==> src/rtl/flag_ctx_pkg.sv <==
// Shared types for the C/Z flag context sequencer: FSM states, the saved flag pair
// and the bit positions in the sticky ERR vector.
package flag_ctx_pkg;

    typedef enum logic [1:0] {
        RUN     = 2'd0,
        SAVE    = 2'd1,
        VECTOR  = 2'd2,
        RESTORE = 2'd3
    } ctx_state_t;

    typedef struct packed {
        logic c;
        logic z;
    } flags_t;

    localparam int ERR_OVF_BIT = 0;
    localparam int ERR_UFL_BIT = 1;

endpackage

==> src/rtl/flag_ctx_ctrl_if.sv <==
// Core-side bundle of the flag context sequencer. The master is the control unit /
// ALU / interrupt source; the slave is flag_ctx_ctrl.
interface flag_ctx_ctrl_if #(
    parameter int CNT_W = 1
);
    import flag_ctx_pkg::*;

    // SEI, CLI, RETI and FLG_LD are single-cycle strobes that are acted on only while
    // STALL is low; while STALL is high the core holds and any strobe is dropped.
    logic             INTR;
    logic             SEI;
    logic             CLI;
    logic             RETI;
    logic             BOUNDARY;
    logic             FLG_LD;
    logic             C_IN;
    logic             Z_IN;
    logic             C_FLAG;
    logic             Z_FLAG;
    logic             IE;
    logic             STALL;
    logic             INT_TAKEN;
    logic [CNT_W-1:0] DEPTH_CNT;
    logic [1:0]       ERR;
    ctx_state_t       DBG_STATE;

    modport master (
        output INTR, SEI, CLI, RETI, BOUNDARY, FLG_LD, C_IN, Z_IN,
        input  C_FLAG, Z_FLAG, IE, STALL, INT_TAKEN, DEPTH_CNT, ERR, DBG_STATE
    );

    modport slave (
        input  INTR, SEI, CLI, RETI, BOUNDARY, FLG_LD, C_IN, Z_IN,
        output C_FLAG, Z_FLAG, IE, STALL, INT_TAKEN, DEPTH_CNT, ERR, DBG_STATE
    );

endinterface

==> src/rtl/flag_ctx_stack.sv <==
// LIFO shadow store for saved C/Z pairs. The count saturates at DEPTH and floors
// at 0; top_data always shows the most recently pushed entry.
module flag_ctx_stack
    import flag_ctx_pkg::*;
#(
    parameter int DEPTH = 1,
    parameter int CNT_W = $clog2(DEPTH + 1)
) (
    input  logic             CLK,
    input  logic             RST,
    input  logic             push,
    input  logic             pop,
    input  flags_t           push_data,
    output flags_t           top_data,
    output logic             full,
    output logic             empty,
    output logic [CNT_W-1:0] count
);

    flags_t mem [DEPTH];
    logic   do_push;
    logic   do_pop;

    assign full    = (count == CNT_W'(DEPTH));
    assign empty   = (count == '0);
    assign do_push = push & ~full;
    assign do_pop  = pop & ~empty & ~push;

    always_ff @(posedge CLK or posedge RST) begin
        if (RST) begin
            count <= '0;
        end else if (do_push) begin
            count <= count + CNT_W'(1);
        end else if (do_pop) begin
            count <= count - CNT_W'(1);
        end
    end

    // Contents need no reset: an entry is only ever read after it was pushed.
    always_ff @(posedge CLK) begin
        for (int i = 0; i < DEPTH; i++) begin
            if (do_push && count == CNT_W'(i)) begin
                mem[i] <= push_data;
            end
        end
    end

    always_comb begin
        top_data = '0;
        for (int i = 0; i < DEPTH; i++) begin
            if (count == CNT_W'(i + 1)) begin
                top_data = mem[i];
            end
        end
    end

endmodule

==> src/rtl/flag_ctx_ctrl.sv <==
// Interrupt-entry / RETI sequencer owning the live C/Z flags and IE.
// Define FLAG_CTX_ERR_EN to build the sticky {underflow, overflow} ERR bits.
module flag_ctx_ctrl
    import flag_ctx_pkg::*;
#(
    parameter int DEPTH = 1,
    parameter int CNT_W = $clog2(DEPTH + 1)
) (
    input  logic          CLK,
    input  logic          RST,
    flag_ctx_ctrl_if.slave bus
);

    ctx_state_t       state;
    ctx_state_t       state_nxt;
    logic             intr_q;
    logic             intr_rise;
    logic             pending;
    logic             ie;
    logic             qualify;
    logic             push;
    logic             pop;
    logic             full;
    logic             empty;
    logic [CNT_W-1:0] count;
    flags_t           live;
    flags_t           top;

    assign intr_rise = bus.INTR & ~intr_q;
    assign qualify   = pending & ie & bus.BOUNDARY;

    flag_ctx_stack #(.DEPTH(DEPTH), .CNT_W(CNT_W)) u_stack (
        .CLK       (CLK),
        .RST       (RST),
        .push      (push),
        .pop       (pop),
        .push_data (live),
        .top_data  (top),
        .full      (full),
        .empty     (empty),
        .count     (count)
    );

    always_ff @(posedge CLK or posedge RST) begin
        if (RST) begin
            state <= RUN;
        end else begin
            state <= state_nxt;
        end
    end

    // RETI wins over a simultaneous entry; a full store withholds entry and leaves pending set.
    always_comb begin
        state_nxt = state;
        case (state)
            RUN: begin
                if (bus.RETI) begin
                    state_nxt = RESTORE;
                end else if (qualify && !full) begin
                    state_nxt = SAVE;
                end
            end
            SAVE:    state_nxt = VECTOR;
            VECTOR:  state_nxt = RUN;
            RESTORE: state_nxt = RUN;
            default: state_nxt = RUN;
        endcase
    end

    always_comb begin
        push          = 1'b0;
        pop           = 1'b0;
        bus.STALL     = 1'b1;
        bus.INT_TAKEN = 1'b0;
        case (state)
            RUN:     bus.STALL     = 1'b0;
            SAVE:    push          = 1'b1;
            VECTOR:  bus.INT_TAKEN = 1'b1;
            RESTORE: pop           = 1'b1;
            default: ;
        endcase
    end

    // A fresh INTR edge outranks the VECTOR-cycle clear so back-to-back requests survive.
    always_ff @(posedge CLK or posedge RST) begin
        if (RST) begin
            intr_q  <= 1'b0;
            pending <= 1'b0;
            ie      <= 1'b0;
            live    <= '0;
        end else begin
            intr_q <= bus.INTR;
            if (intr_rise) begin
                pending <= 1'b1;
            end else if (state == VECTOR) begin
                pending <= 1'b0;
            end
            case (state)
                RUN: begin
                    if (bus.FLG_LD) begin
                        live <= {bus.C_IN, bus.Z_IN};
                    end
                    if (bus.CLI) begin
                        ie <= 1'b0;
                    end else if (bus.SEI) begin
                        ie <= 1'b1;
                    end
                end
                SAVE: ie <= 1'b0;
                RESTORE: begin
                    ie <= 1'b1;
                    if (!empty) begin
                        live <= top;
                    end
                end
                default: ;
            endcase
        end
    end

`ifdef FLAG_CTX_ERR_EN
    logic [1:0] err;

    always_ff @(posedge CLK or posedge RST) begin
        if (RST) begin
            err <= 2'b00;
        end else begin
            if (state == RUN && !bus.RETI && qualify && full) begin
                err[ERR_OVF_BIT] <= 1'b1;
            end
            if (state == RESTORE && empty) begin
                err[ERR_UFL_BIT] <= 1'b1;
            end
        end
    end

    assign bus.ERR = err;
`else
    assign bus.ERR = 2'b00;
`endif

    assign bus.C_FLAG    = live.c;
    assign bus.Z_FLAG    = live.z;
    assign bus.IE        = ie;
    assign bus.DEPTH_CNT = count;
    assign bus.DBG_STATE = state;

endmodule

==> src/flat_wrapper.sv <==
// flat-port wrapper written by rule: the top's interface ports become plain ports
module flag_ctx_ctrl_flat import flag_ctx_pkg::*;
#(
    parameter int DEPTH = 1,
    parameter int CNT_W = $clog2(DEPTH + 1)
)
  (CLK, RST, bus_INTR, bus_SEI, bus_CLI, bus_RETI, bus_BOUNDARY, bus_FLG_LD, bus_C_IN, bus_Z_IN, bus_C_FLAG, bus_Z_FLAG, bus_IE, bus_STALL, bus_INT_TAKEN, bus_DEPTH_CNT, bus_ERR, bus_DBG_STATE);
  flag_ctx_ctrl_if #(.CNT_W(CNT_W)) bus_i ();
  input  logic CLK;
  input  logic RST;
  input wire logic [$bits(bus_i.INTR)-1:0] bus_INTR;
  input wire logic [$bits(bus_i.SEI)-1:0] bus_SEI;
  input wire logic [$bits(bus_i.CLI)-1:0] bus_CLI;
  input wire logic [$bits(bus_i.RETI)-1:0] bus_RETI;
  input wire logic [$bits(bus_i.BOUNDARY)-1:0] bus_BOUNDARY;
  input wire logic [$bits(bus_i.FLG_LD)-1:0] bus_FLG_LD;
  input wire logic [$bits(bus_i.C_IN)-1:0] bus_C_IN;
  input wire logic [$bits(bus_i.Z_IN)-1:0] bus_Z_IN;
  output wire logic [$bits(bus_i.C_FLAG)-1:0] bus_C_FLAG;
  output wire logic [$bits(bus_i.Z_FLAG)-1:0] bus_Z_FLAG;
  output wire logic [$bits(bus_i.IE)-1:0] bus_IE;
  output wire logic [$bits(bus_i.STALL)-1:0] bus_STALL;
  output wire logic [$bits(bus_i.INT_TAKEN)-1:0] bus_INT_TAKEN;
  output wire logic [$bits(bus_i.DEPTH_CNT)-1:0] bus_DEPTH_CNT;
  output wire logic [$bits(bus_i.ERR)-1:0] bus_ERR;
  output wire logic [$bits(bus_i.DBG_STATE)-1:0] bus_DBG_STATE;
  assign bus_i.INTR = bus_INTR;
  assign bus_i.SEI = bus_SEI;
  assign bus_i.CLI = bus_CLI;
  assign bus_i.RETI = bus_RETI;
  assign bus_i.BOUNDARY = bus_BOUNDARY;
  assign bus_i.FLG_LD = bus_FLG_LD;
  assign bus_i.C_IN = bus_C_IN;
  assign bus_i.Z_IN = bus_Z_IN;
  assign bus_C_FLAG = bus_i.C_FLAG;
  assign bus_Z_FLAG = bus_i.Z_FLAG;
  assign bus_IE = bus_i.IE;
  assign bus_STALL = bus_i.STALL;
  assign bus_INT_TAKEN = bus_i.INT_TAKEN;
  assign bus_DEPTH_CNT = bus_i.DEPTH_CNT;
  assign bus_ERR = bus_i.ERR;
  assign bus_DBG_STATE = bus_i.DBG_STATE;
  flag_ctx_ctrl #(.DEPTH(DEPTH), .CNT_W(CNT_W)) u_core (.CLK(CLK), .RST(RST), .bus(bus_i));
endmodule
==> config.mk <==
export PLATFORM = sky130hd
export DESIGN_NAME = flag_ctx_ctrl_flat
export DESIGN_NICKNAME = d
export VERILOG_FILES = /design/src/rtl/flag_ctx_pkg.sv /design/src/rtl/flag_ctx_ctrl_if.sv /design/src/rtl/flag_ctx_stack.sv /design/src/rtl/flag_ctx_ctrl.sv /design/src/flat_wrapper.sv
export SDC_FILE = /design/constraint.sdc
export NUM_CORES = 1
export LEC_CHECK = 0
export CORE_AREA = 8 8 45 47
export DETAILED_ROUTE_END_ITERATION = 8
export DIE_AREA = 0 0 53 55
export GPL_TIMING_DRIVEN = 1
export PLACE_DENSITY = 0.66
export SYNTH_ARGS = -nofsm -noshare
export SYNTH_HDL_FRONTEND = slang
export SYNTH_SLANG_ARGS = --single-unit
==> constraint.sdc <==
create_clock -name CLK -period 2.2 [get_ports CLK]
set_input_delay 0.66 -clock CLK [delete_from_list [all_inputs] [get_ports CLK]]
set_output_delay 0.66 -clock CLK [all_outputs]
set_load 0.03 [all_outputs]
==> metrics.md, run 1 <==
| Metric | Value |
|---|---|
| Critical path class | `flop to output port` |
| Post-synth top area share | `45.1%` |
| WL/cell | `12.3 microns` |
| Vias/cell | `4.45` |
| Vias in the first global route | `426` |
| Placed cell count | `78` |
| Iteration-0 DRC Markers | `3` |
| Worst vdd ir | `0.000466 V` |
| Antenna cells | `0` |
| Critical-path cell list | `buf_4 -> clkdlybuf4s50_1` |
| Synthesized instance count | `44` |
| Slowest-stage cell, CP | `clkdlybuf4s50_1` |
| Initial Utilization | `32.1%` |
| Period utilization | `95.1%` |
| GRT overflow | `0` |
| Post-CTS Setup Repair Bufs | `0` |
| Area growth from synthesis to layout | `53.5%` |
| Worst Path Required | `between 1.5 and 2 ns` |
| Layout cell share with drive strength beyond 1 | `12.1%` |
| Syn_area_per_cell | `approximately 10 sq um` |
| Synth area leaders | `dfrtp_1 45%, edfxtp_1 14%, mux2i_1 6.8%, nor2_1 6.8%, inv_1 4.2%` |
| # port buffers | `17` |
| Vias | `365` |
| Post-synth cell types | `16` |
| Min-Delay Path Class | `flop to flop` |
| Setup TNS Final | `0 ns` |
| Fmax | `478 MHz` |
| Startpoint Class | `flop` |
| Largest net degree at the start of global routing | `9` |
| Cell Rows | `14` |
| Inserted Clock Buffers | `3` |
| Hold buffers post-CTS | `0` |
| FILL cells | `139` |
| Tmin final | `2.09 ns` |
| CTS root buffer | `clkbuf_4` |
| Gpl congestion | `about 0.77` |
| Total power | `about 840 uW` |
| Crit end category | `output port` |
| IO Count | `20` |
| Seq/Total Area, Yosys | `between 50% and 60%` |
| Global-route wire length before repair | `1.83 mm` |
| Routed WL | `roughly 1.0 mm` |
| Post-synth ARST share | `approximately four fifths` |
| WP data arrival | `1.43 ns` |
| Number of antenna violations at the first check in global routing | `0` |
| CTS tree | `done` |
| Most frequent cells after synthesis | `8 x dfrtp_1, 8 x nor2_1, 5 x inv_1` |
| DIE WIDTH | `53 microns` |
| Area after DPL | `between 600 and 700 sq um` |
| Die area | `2920 sq um` |
| Final-report hold violation count | `0` |
| All-layer global routing usage | `8.39%` |
| Clk buf depth | `2` |
| Most used DFF post-synth | `dfrtp_1` |
| Synthesis-stage register bit count | `10` |
| Clk slew on worst S/H paths | `roughly 0.070 ns` |
| Post-synth EDFFs | `2` |
| Final setup viols | `0` |
| Non-Filler Instances | `82` |
| Maxcap violations | `0` |
| Number of synthesis warnings | `0` |
| Worst skew pair latency | `between 0.2 and 0.3 ns` |
| # nets final | `77` |
| P_leak | `0.000328 uW` |
| TritonCTS Sinks | `10` |
| CORE AREA | `1380 sq um` |
| DRT Pass-1 Iters | `2` |
| Chip height | `55 microns` |
| Pwr dens | `~1200 nW/um^2` |
| RSZ-0062 raised after global routing | `no` |
| Critical path buffer and inverter count | `2` |
| DRT antenna net count | `0` |
| Worst clock skew | `~0.0015 ns` |
| H-tree depth | `1` |
| Synth area leader | `dfrtp_1` |
| Post-Synthesis Cell Area | `444 sq um` |
| Post-route DRC | `0` |
| Max Slew Vio Count | `0` |
| DP Wirelength | `814 microns` |
| Status | `finished clean` |
| Design Area, Final | `682 sq um` |
| Largest fanout on the critical path | `6` |
| Top delay family on crit path | `buffers and inverters` |
| Max incr delay on CP | `around 0.67 ns` |
through the flow:
stage | worst slack (ns) | hold slack [ns] | utilization (%)
detailed placement | 0.314 | 0.412 | 46.3
finish | 0.108 | 0.417 | 49.3
global route | 0.0530 | 0.457 | 49.3
global placement | 0.330 | 0.403 | 46.3
CTS | 0.0242 | 0.421 | 48.9
floorplan | 0.382 | 0.400 | -
layer usage:
| layer | track usage, % | part of all wire, % | wire length [microns] |
|---|---|---|---|
| met4 | 7.33 | 1.9 | 19 |
| met5 | 0 | 0 | 0 |
| met3 | 2.41 | 8.0 | 81 |
| met2 | 12.7 | 48 | 481 |
| met1 | 9.55 | 42 | 429 |
sequential cells by signal, indices dropped and copies added, names as in the netlist:
register and cells:
u_core.bus.C_FLAG 1, u_core.bus.DBG_STATE 2, u_core.bus.IE 1, u_core.bus.Z_FLAG 1
u_core.intr_q 1, u_core.pending 1, u_core.u_stack.count 1, u_core.u_stack.mem 2
report_power, final:
group | leakage, uW | total (uW) | switching [uW] | internal, uW
Clock | 0.0000210 | 165 | 64.4 | 100
Combinational | 0.000193 | 379 | 217 | 162
Sequential | 0.000115 | 300 | 48.1 | 252
Total | 0.000328 | 843 | 329 | 514
cell usage in the layout, fill, tap and decap left out, drive strengths merged:
master / instances
buf: 3
dlymetal6s2s: 2
nand3: 2
a41oi: 1
nor2: 8
conb: 2
clkbuf: 4
clkdlybuf4s50: 15
mux2i: 3
nand3b: 1
nand2: 3
edfxtp: 2
inv: 5
a211oi: 1
o21ai: 3
nor2b: 1
dfrtp: 8
nand4: 2
area by class of cell:
cell class              instances  area [sq um]  area share (%)
flip-flops and latches         10           260            38.2
clock buffers                   4          36.3            5.32
repair buffers                 20           198            29.0
multi-input cells              27           149            21.8
inverters                       5          18.8            2.75
well taps                      16          20.0            2.94
final timing paths:
check	from	slack (ns)	cells after the start	endpoint
setup / recovery	u_core.bus.DBG_STATE[1]	0.11	2	bus_DBG_STATE[1]
hold / removal	u_core.intr_q	0.42	1	u_core.pending
setup reg to reg	u_core.bus.DBG_STATE[0]	1.10	3	u_core.u_stack.mem[0][1]
hold reg to reg	u_core.intr_q	0.42	1	u_core.pending
max in group asynchronous	RST	1.35	2	u_core.u_stack.count
min in group asynchronous	RST	0.63	2	u_core.bus.IE
cell families (layout without fill, tap and decap cells):
logic type             after synthesis  after routing  share of synthesized area (%)
buffers and inverters                8             29                           8.73
muxes                                3              3                           6.76
AOI/OAI and AO/OA                    5              5                           7.04
and+or+nand+nor                     17             17                           18.0
other                                1              2                          0.844
DFF                                 10             10                           58.6
timing repair:
item,in CTS,in global routing
hold endpoints to repair,0,0
gates resized for setup,0,2
endpoints found under the setup margin,0,2
Note: power is estimated with default switching activity, not from simulation.
==> run 2: changes to the inputs <==
--- a/config.mk
+++ b/config.mk
@@ -9,6 +9,7 @@
 export DETAILED_ROUTE_END_ITERATION = 8
 export DIE_AREA = 0 0 53 55
 export GPL_TIMING_DRIVEN = 1
+export HOLD_SLACK_MARGIN = 0.03
 export PLACE_DENSITY = 0.66
 export SYNTH_ARGS = -nofsm -noshare
 export SYNTH_HDL_FRONTEND = slang
==> results of run 2 <==
No change in the layout: final DEF, timing and power equal those of run 1.
